`config.mk`:
```
export PLATFORM = sky130hd
export DESIGN_NAME = score_display
export DESIGN_NICKNAME = d
export VERILOG_FILES = /design/src/rtl/score_display_pkg.sv /design/src/rtl/score_display_seg7_decode.sv /design/src/rtl/score_display.sv
export SDC_FILE = /design/constraint.sdc
export NUM_CORES = 1
export LEC_CHECK = 0
export BUFFER_PORTS_ARGS = -buffer_cell sky130_fd_sc_hd__buf_4
export CAP_MARGIN = 15
export CORE_MARGIN = 3
export CORE_UTILIZATION = 60
export CTS_CLUSTER_DIAMETER = 100
export DETAILED_ROUTE_END_ITERATION = 6
export PLACE_DENSITY = 0.77
export SYNTH_ARGS = -nofsm -noshare
export SYNTH_HDL_FRONTEND = slang
export SYNTH_HIERARCHICAL = 1
export SYNTH_SLANG_ARGS = --single-unit
```
`constraint.sdc`:
```
create_clock -name clk -period 3.1 [get_ports clk]
set_input_delay 0.465 -clock clk [delete_from_list [all_inputs] [get_ports clk]]
set_output_delay 0.465 -clock clk [all_outputs]
set_load 0.01 [all_outputs]
```
`src/rtl/score_display_pkg.sv`:
```
// Shared constants for the score display: converter state encoding,
// active-low seven-segment patterns {g,f,e,d,c,b,a} and the all-off anode
// value, plus the double-dabble nibble correction used by the converter.
package score_display_pkg;

   // Converter FSM encoding (kept as plain constants for legacy tools)
   localparam logic [1:0] ST_IDLE    = 2'd0;
   localparam logic [1:0] ST_CONVERT = 2'd1;
   localparam logic [1:0] ST_LATCH   = 2'd2;

   // Active-low segment patterns, bit order {g,f,e,d,c,b,a}
   localparam logic [6:0] SEG_0   = 7'b1000000;
   localparam logic [6:0] SEG_1   = 7'b1111001;
   localparam logic [6:0] SEG_2   = 7'b0100100;
   localparam logic [6:0] SEG_3   = 7'b0110000;
   localparam logic [6:0] SEG_4   = 7'b0011001;
   localparam logic [6:0] SEG_5   = 7'b0010010;
   localparam logic [6:0] SEG_6   = 7'b0000010;
   localparam logic [6:0] SEG_7   = 7'b1111000;
   localparam logic [6:0] SEG_8   = 7'b0000000;
   localparam logic [6:0] SEG_9   = 7'b0010000;
   localparam logic [6:0] SEG_OFF = 7'b1111111;

   // All anodes released (active-low, so every digit dark)
   localparam logic [3:0] AN_OFF = 4'b1111;

   // Double-dabble correction: a nibble of 5 or more would overflow past 9
   // after the next shift, so pre-add 3 to make it carry into the next digit.
   function automatic logic [3:0] bcd_adjust(input logic [3:0] nib);
      bcd_adjust = (nib >= 4'd5) ? nib + 4'd3 : nib;
   endfunction

endpackage

```
`src/rtl/score_display_seg7_decode.sv`:
```
// Combinational BCD digit to active-low seven-segment pattern.
// Codes 10-15 never carry a meaningful digit and are shown dark.
module seg7_decode
   import score_display_pkg::*;
(
   input  logic [3:0] digit,
   output logic [6:0] seg
);

   // Lookup of the segment pattern for one decimal digit
   always_comb begin
      seg = SEG_OFF;
      case (digit)
         4'd0:    seg = SEG_0;
         4'd1:    seg = SEG_1;
         4'd2:    seg = SEG_2;
         4'd3:    seg = SEG_3;
         4'd4:    seg = SEG_4;
         4'd5:    seg = SEG_5;
         4'd6:    seg = SEG_6;
         4'd7:    seg = SEG_7;
         4'd8:    seg = SEG_8;
         4'd9:    seg = SEG_9;
         default: seg = SEG_OFF;
      endcase
   end

endmodule

```
`src/rtl/score_display.sv`:
```
// Score display: watches the 8-bit game score, converts each new value to
// three BCD digits with a sequential shift-add-3 engine, and scans them onto
// a common-anode 4-digit seven-segment display (rightmost three digits used).
module score_display
   import score_display_pkg::*;
#(
   parameter int REFRESH_DIV   = 100000,
   parameter int BLANK_LEADING = 1
) (
   input  logic       clk,
   input  logic       rst,
   input  logic [7:0] score,
   output logic [3:0] an,
   output logic [6:0] seg,
   output logic       dp,
   output logic       busy
);

   localparam int PW = (REFRESH_DIV > 1) ? $clog2(REFRESH_DIV) : 1;
   localparam logic [PW-1:0] PRE_MAX = PW'(REFRESH_DIV - 1);

   // Converter state
   logic [1:0]  state;
   logic [2:0]  iter;
   logic [7:0]  shift_reg;
   logic [7:0]  last_score;
   logic [11:0] bcd;
   logic [11:0] bcd_adj;

   // Displayed digits
   logic [3:0]  hund;
   logic [3:0]  tens;
   logic [3:0]  ones;

   // Scan state
   logic [PW-1:0] prescaler;
   logic [1:0]    slot;
   logic [3:0]    digit_sel;
   logic [6:0]    digit_seg;
   logic          blank_hund;
   logic          blank_tens;
   logic [3:0]    an_next;
   logic [6:0]    seg_next;

   // Decimal point is never used on this display
   assign dp = 1'b1;

   // Add-3 correction of every working nibble ahead of the next shift
   always_comb begin
      bcd_adj = {bcd_adjust(bcd[11:8]), bcd_adjust(bcd[7:4]), bcd_adjust(bcd[3:0])};
   end

   // Converter FSM: capture a changed score, run 8 shift steps, latch digits
   always_ff @(posedge clk or posedge rst) begin
      if (rst) begin
         state      <= ST_IDLE;
         iter       <= 3'd0;
         shift_reg  <= 8'd0;
         last_score <= 8'd0;
         bcd        <= 12'd0;
         hund       <= 4'd0;
         tens       <= 4'd0;
         ones       <= 4'd0;
         busy       <= 1'b0;
      end else begin
         case (state)
            ST_IDLE: begin
               // The score is compared unregistered; the producer shares clk
               if (score != last_score) begin
                  shift_reg  <= score;
                  last_score <= score;
                  bcd        <= 12'd0;
                  iter       <= 3'd0;
                  busy       <= 1'b1;
                  state      <= ST_CONVERT;
               end
            end
            ST_CONVERT: begin
               {bcd, shift_reg} <= {bcd_adj[10:0], shift_reg, 1'b0};
               iter             <= iter + 3'd1;
               if (iter == 3'd7) begin
                  state <= ST_LATCH;
               end
            end
            ST_LATCH: begin
               hund  <= bcd[11:8];
               tens  <= bcd[7:4];
               ones  <= bcd[3:0];
               busy  <= 1'b0;
               state <= ST_IDLE;
            end
            default: begin
               state <= ST_IDLE;
               busy  <= 1'b0;
            end
         endcase
      end
   end

   // Refresh prescaler and digit slot counter
   always_ff @(posedge clk or posedge rst) begin
      if (rst) begin
         prescaler <= '0;
         slot      <= 2'd0;
      end else if (prescaler == PRE_MAX) begin
         prescaler <= '0;
         slot      <= slot + 2'd1;
      end else begin
         prescaler <= prescaler + PW'(1);
      end
   end

   // Digit selection and leading-zero blanking for the current slot
   always_comb begin
      blank_hund = (BLANK_LEADING != 0) && (hund == 4'd0);
      blank_tens = blank_hund && (tens == 4'd0);
      digit_sel  = ones;
      an_next    = AN_OFF;
      seg_next   = SEG_OFF;
      case (slot)
         2'd0: begin
            digit_sel = ones;
            an_next   = 4'b1110;
            seg_next  = digit_seg;
         end
         2'd1: begin
            digit_sel = tens;
            if (!blank_tens) begin
               an_next  = 4'b1101;
               seg_next = digit_seg;
            end
         end
         2'd2: begin
            digit_sel = hund;
            if (!blank_hund) begin
               an_next  = 4'b1011;
               seg_next = digit_seg;
            end
         end
         default: begin
            digit_sel = ones;
            an_next   = AN_OFF;
            seg_next  = SEG_OFF;
         end
      endcase
   end

   seg7_decode u_decode (
      .digit (digit_sel),
      .seg   (digit_seg)
   );

   // Registered display drive, one cycle behind the slot counter
   always_ff @(posedge clk or posedge rst) begin
      if (rst) begin
         an  <= AN_OFF;
         seg <= SEG_OFF;
      end else begin
         an  <= an_next;
         seg <= seg_next;
      end
   end

endmodule

```
# Word level (Yosys, flattened, before mapping)

Memory sizes are Yosys's and may differ from the RTL's.
Cells that the tools add are included.

Bits of input ports: 10
Output and inout port bits: 13
Memories: 1
Logic and storage cells: 65
Flip-flop bits (word level): 76
Bits in read-only memories: 112

Reduce and logical (&&, ||, !) cells: 10
Magnitude comparators: 3
Eq/ne operators: 9
Bitwise logic cells: 1
$add $sub $neg: 6
Mux-type cells: 22

Memories:

| name             | words | bits a word | read ports | clocked after memory_dff | write ports | RTL line                        | RTL |
|---|---|---|---|---|---|---|---|
| (name not given) | 16    | 7           | 1          | 0                        | 0           | score_display_seg7_decode.sv:13 | `case (digit)` |

Operators with widths:

| cell                    | number |
|---|---|
| $pmux W12 S2            | 1 |
| $pmux W7 S3             | 1 |
| $add A17 B1 Y17 const B | 1 |
| $eq A17 B17 Y1 const B  | 1 |
| $mux W17                | 1 |
| $pmux W8 S2             | 1 |
| $mux W7                 | 2 |
| $ge A4 B3 Y1 const B    | 3 |
| $mux W12                | 1 |
| $mux W3                 | 3 |
| $pmux W3 S3             | 1 |
| $add A4 B2 Y4 const B   | 2 |
| $logic_not A4 Y1        | 2 |
| $mux W4                 | 2 |
| $mux W8                 | 1 |
| $ne A8 B8 Y1            | 1 |
| $pmux W4 S2             | 1 |
| $reduce_and A2 Y1       | 4 |
| $mux W2                 | 3 |
| $pmux W3 S2             | 1 |
| $eq A2 B1 Y1 const B    | 2 |
| $eq A2 B2 Y1 const B    | 2 |
| $logic_not A2 Y1        | 2 |
| $ne A2 B2 Y1 const B    | 2 |
| other kinds (10)        | 10 |

# Longest topological paths before layout

Gate-level depths: netlist of run 1.
An unclocked memory read counts as a cell.

Word-level depth: 5
Depth in mapped cells: 12
Depth with buffers taken out: 11

# Cells and area by module

Netlist of run 1, hierarchy kept.

Modules (own cells, without submodules):

| module        | instances | cells an instance | seq. area each (um^2) | area an instance (um^2) |
|---|---|---|---|---|
| score_display | 1         | 322               | 1889.3                | 3572.2 |
| seg7_decode   | 1         | 31                | 0.0                   | 200.2 |

# Least setup slack after synthesis of run 1

No wires, ideal clock.

Path type: register -> register
Start point: reg slot[0]
End point: reg seg[3]
Path buffers: 1
Library setup time: 0.098 ns
Arrival: 2.230 ns
Period minus slack after synthesis: 2.328 ns
Setup slack: 0.772 ns
Cell stages (with the launch flop): 13
Required time: 3.002 ns
Cell sequence: dfrtp_1 > inv_1 > ha_1 > clkbuf_1 > a22oi_1 > a21oi_1 > inv_1 > ha_1 > or2_1 > a21oi_1 > nor2_1 > a21oi_1 > o21bai_1

Cells in the longest elaborated chain, start to end: 5
Elaborated cells between the ends (all ways): 8
Those cells by class: 2 x eq/ne; 4 x mux; 1 x reduce/logical; 1 x memory

RTL lines:

| element                                             | RTL line                                   | RTL |
|---|---|---|
| start, declared                                     | score_display.sv:37                        | `logic [1:0] slot;` |
| start signal, assigned                              | score_display.sv:107                       | `slot <= slot + 2'd1;` |
| $eq A2 B2 Y1 / $eq A2 B1 Y1 (equally long branches) | score_display.sv:120                       | `case (slot)` |
| $pmux W4 S2 *                                       | score_display.sv:120                       |  |
| net digit_sel[1]                                    | score_display.sv:38                        | `logic [3:0] digit_sel;` |
| $mem_v2 Z16 W7 *                                    | n/a                                        |  |
| net digit_seg[3]                                    | score_display.sv:39                        | `logic [6:0] digit_seg;` |
| $mux W7 (on tied branches)                          | score_display.sv:135, score_display.sv:128 |  |
| $pmux W7 S3 *                                       | score_display.sv:120                       |  |
| net seg_next[3]                                     | score_display.sv:43                        | `logic [6:0] seg_next;` |
| end signal, assigned                                | score_display.sv:160                       | `seg <= seg_next;` |
| end, declared                                       | score_display.sv:14                        | `output logic [6:0] seg,` |

The timed path passes the listed nets; every way through them passes the cells marked *.
A chain may end at the register's enable or synchronous reset.

# Worst setup path after layout of run 1

Same ends and word-level chain as after synthesis.

==> run summary, run 1 <==
STA classifies the critical path startpoint as a flip-flop. The logs give 446 for the final-layout fill cell count and 0.0122 ns for the worst-case clock skew. The synthesized netlist occupies a cell area of 3770 um2. STA classifies the critical path endpoint as a flip-flop.

The min-delay analysis places its worst path in the category in -> async. Setup repair after global routing left no endpoint under its margin. The run gives 0 ns as the total negative slack for setup checks. The number of vias per cell after detailed routing was 5.76; the data arrival time at the worst-slack endpoint was 2.81 ns. For the finished layout, the period the worst path requires is 2.56 ns. The global-route usage over all layers was 0.196. The logs give 2,610 for the via count of the routed design and 401 for the final layout net count. The number of flip-flops under the largest register name works out to 17.

The core region is 5990 um2. In this design, the largest share of critical-path delay is due to compound AO/OA/AOI/OAI gates. In this run the worst setup path terminates at seg[3].

Count of final max-slew check failures: 0. In this run the clock root is driven by a clkbuf_8. Of all nets on the critical path, the largest fanout is 8.

Max-cap violations in this run came to 0. The logs give 0.501 for the register area share after synthesis and 1890 um2 for the area of all sequential standard cells. The endpoint of the worst-slack reg-to-reg timing path was seg[3]. The number of different library cells used by synthesis comes to 48. Global route total overflow: 0.

The largest registers in the layout are prescaler x17, bcd x12. Final hold violation count: 0. In this run the horizontal extent of the chip is 85.3 um.

In the final layout, the multi-input gates occupy 1740 um2. The number of antenna violations at the first check in global routing came out at 0. The critical path goes through inv_1 -> ha_1 -> a22oi_1 -> a21oi_1 -> inv_1 -> ha_1 -> or2_1 -> a21oi_1 -> nor2_1 -> a21oi_1 -> o21bai_1.

The post-synthesis cell count is 353. The run finished with clean final reports. At the end of routability-driven placement, the weighted congestion stood at 0.851. Each instance of the synthesized netlist takes up on average 10.7 um2.

The tools report the top-level port count as 23. The register with the highest flop count is prescaler. After layout, the design draws a total of 3.77 mW.

Compared with the post-synthesis result, the final layout area differs by 11.0%. After clock tree synthesis, the setup repair step added 0 buffers. The count of nets left with antenna violations once routing finished came out at 0. In this run the tool buffered the top-level ports with 20 buffer cells.

The relative slew slack was 0.414; the source-to-sink clock delay at the later pin of the worst-skew pair was 0.35 ns. Yosys printed 6 warnings. For this design the static power due to leakage is 1.84 nW. The repair_antennas step left the layout with diodes totalling 0. Derived from the worst setup path, the maximum achievable clock frequency is 390 MHz. The clock passes through at most 2 buffers. The worst setup slack after layout is 0.538 ns, and the final setup violation count is 0.

Die outline height: 85.3 um. The routed design has 6640 um of wire. The first-pass GRT wire length is 11,500 um. For this run, design rule violations remaining after detail routing come to 0. Counting instances in the post-synthesis netlist gives the leading cell types as dfrtp_1 (65), nand2_1 (31), o21ai_0 (22).

The share of cells above drive strength 1 was 0.196; the number of clock sinks was 75. After detailed routing, the average wire length per cell comes to 14.6 um. The clock transition at the register clock pins on the worst setup and hold paths after CTS works out to 0.08 ns. Across all hold checks on the routed design, the worst slack comes to 0.169 ns. The number of cell instances on the worst register-to-register path was 11. After detailed placement, the design holds a cell count of 437. The cell depth of the worst setup path works out to 11. The first detailed-routing pass took 4 iterations. Once the clock tree was built, the resizer swapped 0 gates to a different size.

dfrtp_1 is the most common cell in the netlist. The number of levels in the clock H-tree was 3. The share of the clock period used by the worst path after layout came out at 0.826. Setup slack on the worst reg-to-reg path comes out at 0.54 ns. Dividing total power by cell area gives a power density of 899 nW/um2. The logs give 9 for the number of buffers inserted during clock tree synthesis and 0.630 for the initial core utilization. OpenSTA, run right after detailed placement, puts the worst setup slack at 0.587 ns. Entering global routing, the biggest net connects 30 pins. For the pin with the worst max-slew slack, the measured transition is 0.879 ns.

The cell type contributing the most total cell area after synthesis is dfrtp_1. The number of enable-type register cells in the synthesized netlist was 0. On the worst path, the slowest cell contributes a delay of 0.43 ns. The count of cells in the finished layout, fillers not included, comes to 453. The run gives 141 as the number of DRC violations after detailed-routing iteration 0. The leading register cell type out of synthesis was dfrtp_1. TritonCTS built the clock tree. The critical path is of the reg -> reg type. The worst-case IR drop observed on VDD is 0.485 mV.

The fraction of post-synthesis cell area in the top cell type by area works out to 0.431. In this run the critical register-to-register path is launched from slot[0]. In this design, the critical path's most frequently occurring cell is a21oi_1.

The share of async-settable or async-resettable flops after synthesis works out to 1.00. After synthesis, the cell types taking the most area are dfrtp_1 (43%), dfstp_2 (7.0%), ha_1 (6.0%), mux2_2 (5.4%), xnor2_1 (4.2%). In this run the worst setup path begins at slot[0].

In this run the core area contains 28 standard-cell rows. The area enclosed by the die boundary came out at 7270 um2. The tools report the cts-stage hold buffer count as 0.

The synthesized design contains 75 register bits. The number of global-route vias before repair is 2,570, and the critical path data required time is 3.35 ns. The slowest cell on the critical path is a21oi_1. The buffers plus inverters on the worst setup path is 2. The run gives 4640 um as the detailed-placement wirelength estimate.
[cell usage in the layout, fill, tap and decap left out, types with 8 or more instances in the layout]
| cell type | instances |
|---|---|
| clkbuf_8 | 10 |
| nor2_1 | 18 |
| a21oi_1 | 21 |
| nand2b_1 | 8 |
| o21ai_0 | 22 |
| mux2_2 | 18 |
| ha_1 | 18 |
| nand2_1 | 31 |
| xnor2_1 | 18 |
| dfrtp_1 | 65 |
| dfstp_2 | 10 |
| buf_4 | 23 |
| inv_1 | 17 |
[how the worst min path moves through the flow]
stage,from,end,slack (ns),cells past startpoint
final,rst,last_score[7],0.17,2
after global placement,busy,busy,0.47,1
after detailed placement,busy,busy,0.48,1
after CTS,rst,last_score[7],0.19,2
after global routing,rst,bcd[5],0.21,2
after floorplan,ones[0],ones[0],0.45,2
[final cells by class]
class | count | area share
multi-input combinational | 246 | 0.415
inverter | 18 | 0.0161
sequential | 75 | 0.451
clock inverter | 6 | 0.0212
timing repair buffer | 23 | 0.0412
clock buffer | 10 | 0.0329
tap | 75 | 0.0224
[stage by stage]
| step | util | cell area (um2) |
|---|---|---|
| after floorplan | - | 3780 |
| after global placement | 0.661 | 3960 |
| after detailed placement | 0.661 | 3960 |
| after CTS | 0.699 | 4190 |
| after global routing | 0.699 | 4190 |
| final | 0.699 | 4190 |
[cells by family (layout without fill, tap and decap cells)]
logic type | Yosys count | after routing | share of synthesized area
fa+ha+maj | 18 | 18 | 0.0597
mux | 19 | 19 | 0.0564
simple gates | 100 | 100 | 0.145
buf+inv | 33 | 57 | 0.0391
compound gates | 82 | 82 | 0.140
flops | 75 | 75 | 0.501
xor+xnor | 25 | 25 | 0.0580
other cells | 1 | 2 | 0.000994
[power breakdown]
group	internal (mW)	switching, mW	leakage [nW]
clock	0.475	0.367	0.108
sequential	1.33	0.220	0.927
combinational	0.650	0.726	0.806
total	2.46	1.31	1.84
[routing by layer]
layer  GRT usage  wire [um]  vias up  part of all wire
li1            -          -     1277                 -
met1       0.259       3120     1285              0.47
met2       0.317       3200       38              0.48
met3      0.0388        200       10             0.030
met4      0.0835        121        0             0.018
met5           0          0        -                 0
Note: power is estimated with default switching activity, not from simulation.
==> run 2, diff against run 1 <==
--- a/config.mk
+++ b/config.mk
@@ -5,13 +5,14 @@
 export SDC_FILE = /design/constraint.sdc
 export NUM_CORES = 1
 export LEC_CHECK = 0
+export ABC_AREA = 1
 export BUFFER_PORTS_ARGS = -buffer_cell sky130_fd_sc_hd__buf_4
 export CAP_MARGIN = 15
 export CORE_MARGIN = 3
-export CORE_UTILIZATION = 60
+export CORE_UTILIZATION = 61
 export CTS_CLUSTER_DIAMETER = 100
 export DETAILED_ROUTE_END_ITERATION = 6
-export PLACE_DENSITY = 0.77
+export PLACE_DENSITY = 0.78
 export SYNTH_ARGS = -nofsm -noshare
 export SYNTH_HDL_FRONTEND = slang
 export SYNTH_HIERARCHICAL = 1
==> constraint.sdc (replaced) <==
create_clock -name clk -period 2.38 [get_ports clk]
set_input_delay 0.357 -clock clk [delete_from_list [all_inputs] [get_ports clk]]
set_output_delay 0.357 -clock clk [all_outputs]
set_load 0.01 [all_outputs]
==> run 2 against run 1 <==
  * Via count is 19% higher
  * First-iteration DRC count is 30% lower
  * Die area is 2.0% higher
  * Combinational power is 38% higher
  * Synthesized cell count is 38% higher
  * Core utilization is 1.5 points higher
  * Clock power is 1% lower
  * Count of clock-buffer cells in the layout is 2 higher
  * Cell area is 3.3% higher
  * Worst hold slack worse by 0.081 ns
  * Sequential power is 30% higher
  * Critical path depth is 1 higher
  * Critical endpoint unchanged
  * Largest power group unchanged
  * Highest routed layer unchanged
==> run summary, run 2 <==
The flow ran to the end, and the final reports show no timing, DRC or antenna violations. The final hold violation count is 0. The maximum clock frequency was 459 MHz; the area of the mapped netlist was 3920 um2.

The number of global-route vias before repair was 2,897; the cts-stage hold buffer count was 0. The relative slew slack is 0.389. Entering global routing, the biggest net connects 34 pins.

The fraction of post-synthesis cell area in the top cell type by area came out at 0.415. The utilization after layout was 0.714; the number of enable-type register cells in the synthesized netlist was 0. For this run, the number of standard cells in the final layout without fillers is 590.

The share of async-settable or async-resettable flops after synthesis was 1.00. The launch point of the worst path was slot[0]. The tools report the data arrival time at the worst-slack endpoint as 2.46 ns. The worst setup path is captured at a flip-flop.

The number of antenna violations at the first check in global routing is 0. Averaged over all synthesized cells, the footprint is 8.04 um2. The final-layout fill cell count was 484; the number of max-cap violations was 0.

The final wirelength was 7160 um. Relative to the synthesized area, the layout overhead comes to 10.4%. The run gives 0.425 as the register share of total power. Transition time at the pin with the least slew margin: 0.916 ns. The leading cell type in the layout, fill and taps excluded was nand2_1.

Yosys printed 6 warnings. The synthesized netlist contains 32 unique library cells. The leading register cell type out of synthesis was dfrtp_1. Adding up every negative setup slack in the final design gives 0 ns. The number of buffers inserted during clock tree synthesis is 9. The first detailed-routing pass ran for 5 iterations. The number of I/O port buffers was 20; the global route total overflow was 0. Areal power density over the cells: 1100 nW/um2. Sorting the synthesized cells by how often they occur yields nand2_1 (139), dfrtp_1 (65), inv_1 (60). In this run the critical register-to-register path is launched from slot[0]. The detail route stage leaves a number of antenna-violating nets equal to 0. The logs give 0.175 for the proportion of power drawn by the clock network and 0.358 for the met2 global-route usage.

In this run the horizontal extent of the chip is 86.1 um. The source-to-sink clock delay at the later pin of the worst-skew pair is 0.35 ns. Startpoint-to-endpoint class of the critical path: reg -> reg.

Final setup violation count: 0. The number of remaining DRC errors is 0. For the final database, setup skew stands at 0.00944 ns. Among all cell types in the netlist, the one instantiated most often is nand2_1. The logs give 23 for the top-level port count and 539 for the final layout net count. The worst setup path is launched from a flip-flop.

The switching share of power was 0.389. The clock passes through at most 2 buffers. The static leakage was 2.26 nW; the count of final max-slew check failures was 0.

The worst-case IR drop observed on VDD is 0.697 mV. The global-route usage over all layers is 0.215, and the number of clock sinks is 75. The logs give 6060 um2 for the area of the core region and 0.896 for the placer's final routability congestion estimate. The number of flip-flops under the largest register name was 17.

In the final layout, the registers with the most flip-flops are prescaler x17, bcd x12. After detailed routing, the number of vias per cell comes to 5.25. The analysis attributes to net switching a power of 1.85 mW.

Cell internal power was estimated by the tool at 2.90 mW. The share of the clock period used by the worst path after layout works out to 0.915. Setup repair after global routing left no endpoint under its margin. The area enclosed by the die boundary was 7420 um2. The register area share after synthesis came out at 0.482.

The detailed router finished its first iteration with 98 violations. Summed over all instances, the cell type with the most area after synthesis is dfrtp_1. The clock period could shrink to 2.18 ns. The total placed cells including tap cells came out at 575.

After clock tree synthesis, the clock-pin slew on the worst setup and hold paths is 0.07 ns. Detailed placement ended at an HPWL of 5090 um. CTS built an H-tree with a depth of 3. Master cell of the clock root buffer: clkbuf_8. Met1 usage: 0.278. After synthesis the netlist holds a flip-flop and latch count of 75.

The post-synthesis cell count was 487; the via count of the routed design was 3,095. Once the clock tree was built, the resizer swapped 0 gates to a different size. The worst hold path belongs to the class in -> async. The global-route met3 utilization is 0.0346, and the site row count is 28. The share of cells above drive strength 1 works out to 0.132.

TritonCTS built the clock tree. Leaving out fill and tap cells, the most frequent cells in the layout are nand2_1 (139), dfrtp_1 (65), inv_1 (59), o21ai_0 (43), nand3_1 (42). The tools report the initial core utilization as 0.646.

met2 is the most crowded layer. Combinational share of power: 0.400. In the final routed layout, each cell accounts on average for 12.1 um. The register with the highest flop count was prescaler.

First-pass GRT wire length: 12,700 um. In this run the vertical extent of the chip is 86.1 um. Maximum fanout encountered on the critical timing path: 9. 0 antenna diodes ended up in the layout. In the post-synthesis netlist, the biggest area contributors are dfrtp_1 (42%), nand2_1 (13%), dfstp_2 (6.7%), ha_1 (5.7%), inv_1 (5.7%). The critical path data required time was 2.66 ns; the number of buffers added for setup after CTS was 0.
run 2: worst paths after layout:
check / endpoint / slack, ns / cells past startpoint
min reg2reg: prescaler[0] / 0.49 / 1
max reg2reg: seg[3] / 0.20 / 12
max in group asynchronous: seg[5] / 1.55 / 3
max: seg[3] / 0.20 / 12
min: prescaler[10] / 0.09 / 2
min in group clk: last_score[6] / 0.30 / 3
run 2: final cells by class:
type	instances	area, um2	share of cell area
Clock inverter	3	15.0	0.00347
Inverter	66	248	0.0573
Clock buffer	12	145	0.0335
Tap cell	75	93.8	0.0217
Sequential cell	75	1890	0.437
Timing Repair Buffer	26	208	0.0480
Multi-Input combinational cell	333	1730	0.399
run 2: power groups by stage:
stage,clock network (mW),logic [mW],registers [mW]
after floorplan,0,1.46,2.01
after global placement,0,1.83,2.02
after detailed placement,0,1.90,2.04
after CTS,0.848,1.91,2.02
after global routing,0.911,2.23,2.07
final,0.833,1.90,2.02
run 2: kinds of logic (layout without fill, tap and decap cells):
logic type,Yosys count,after routing,share of synthesized area
AO/OA/AOI/OAI,66,66,0.0904
XOR/XNOR,13,13,0.0291
adder cells (fa/ha/maj),18,18,0.0575
buffers and inverters,80,107,0.0821
flip-flops,75,75,0.482
other,1,2,0.000957
AND/OR/NAND/NOR,234,234,0.258
run 2: through the flow:
step / hold WS [ns] / power (mW) / setup WS [ns] / cell area (um2)
floorplan: 0.432 / 3.47 / 0.128 / 3920
detailed placement: 0.477 / 3.93 / 0.127 / 4150
global placement: 0.451 / 3.85 / 0.230 / 4150
finish: 0.0877 / 4.75 / 0.201 / 4330
global route: 0.121 / 5.21 / 0.0309 / 4330
CTS: 0.107 / 4.78 / 0.110 / 4310
run 2: metal layers:
metal  up-vias  wire length (um)
met4         0               152
met1      1445              3340
met5         -                 0
li1       1591                 -
met2        46              3460
met3        13               217
run 2: worst max-delay path, stage by stage, from the launching register on:
cell and delay (ns):
dfrtp_1 0.38, inv_1 0.10, ha_2 0.43, nor2_1 0.07, a31oi_2 0.20, inv_1 0.13
ha_1 0.29, nand2_1 0.07, nand3_1 0.13, nand2_1 0.05, nand3b_1 0.15, nand2_1 0.07
nand2_1 0.05
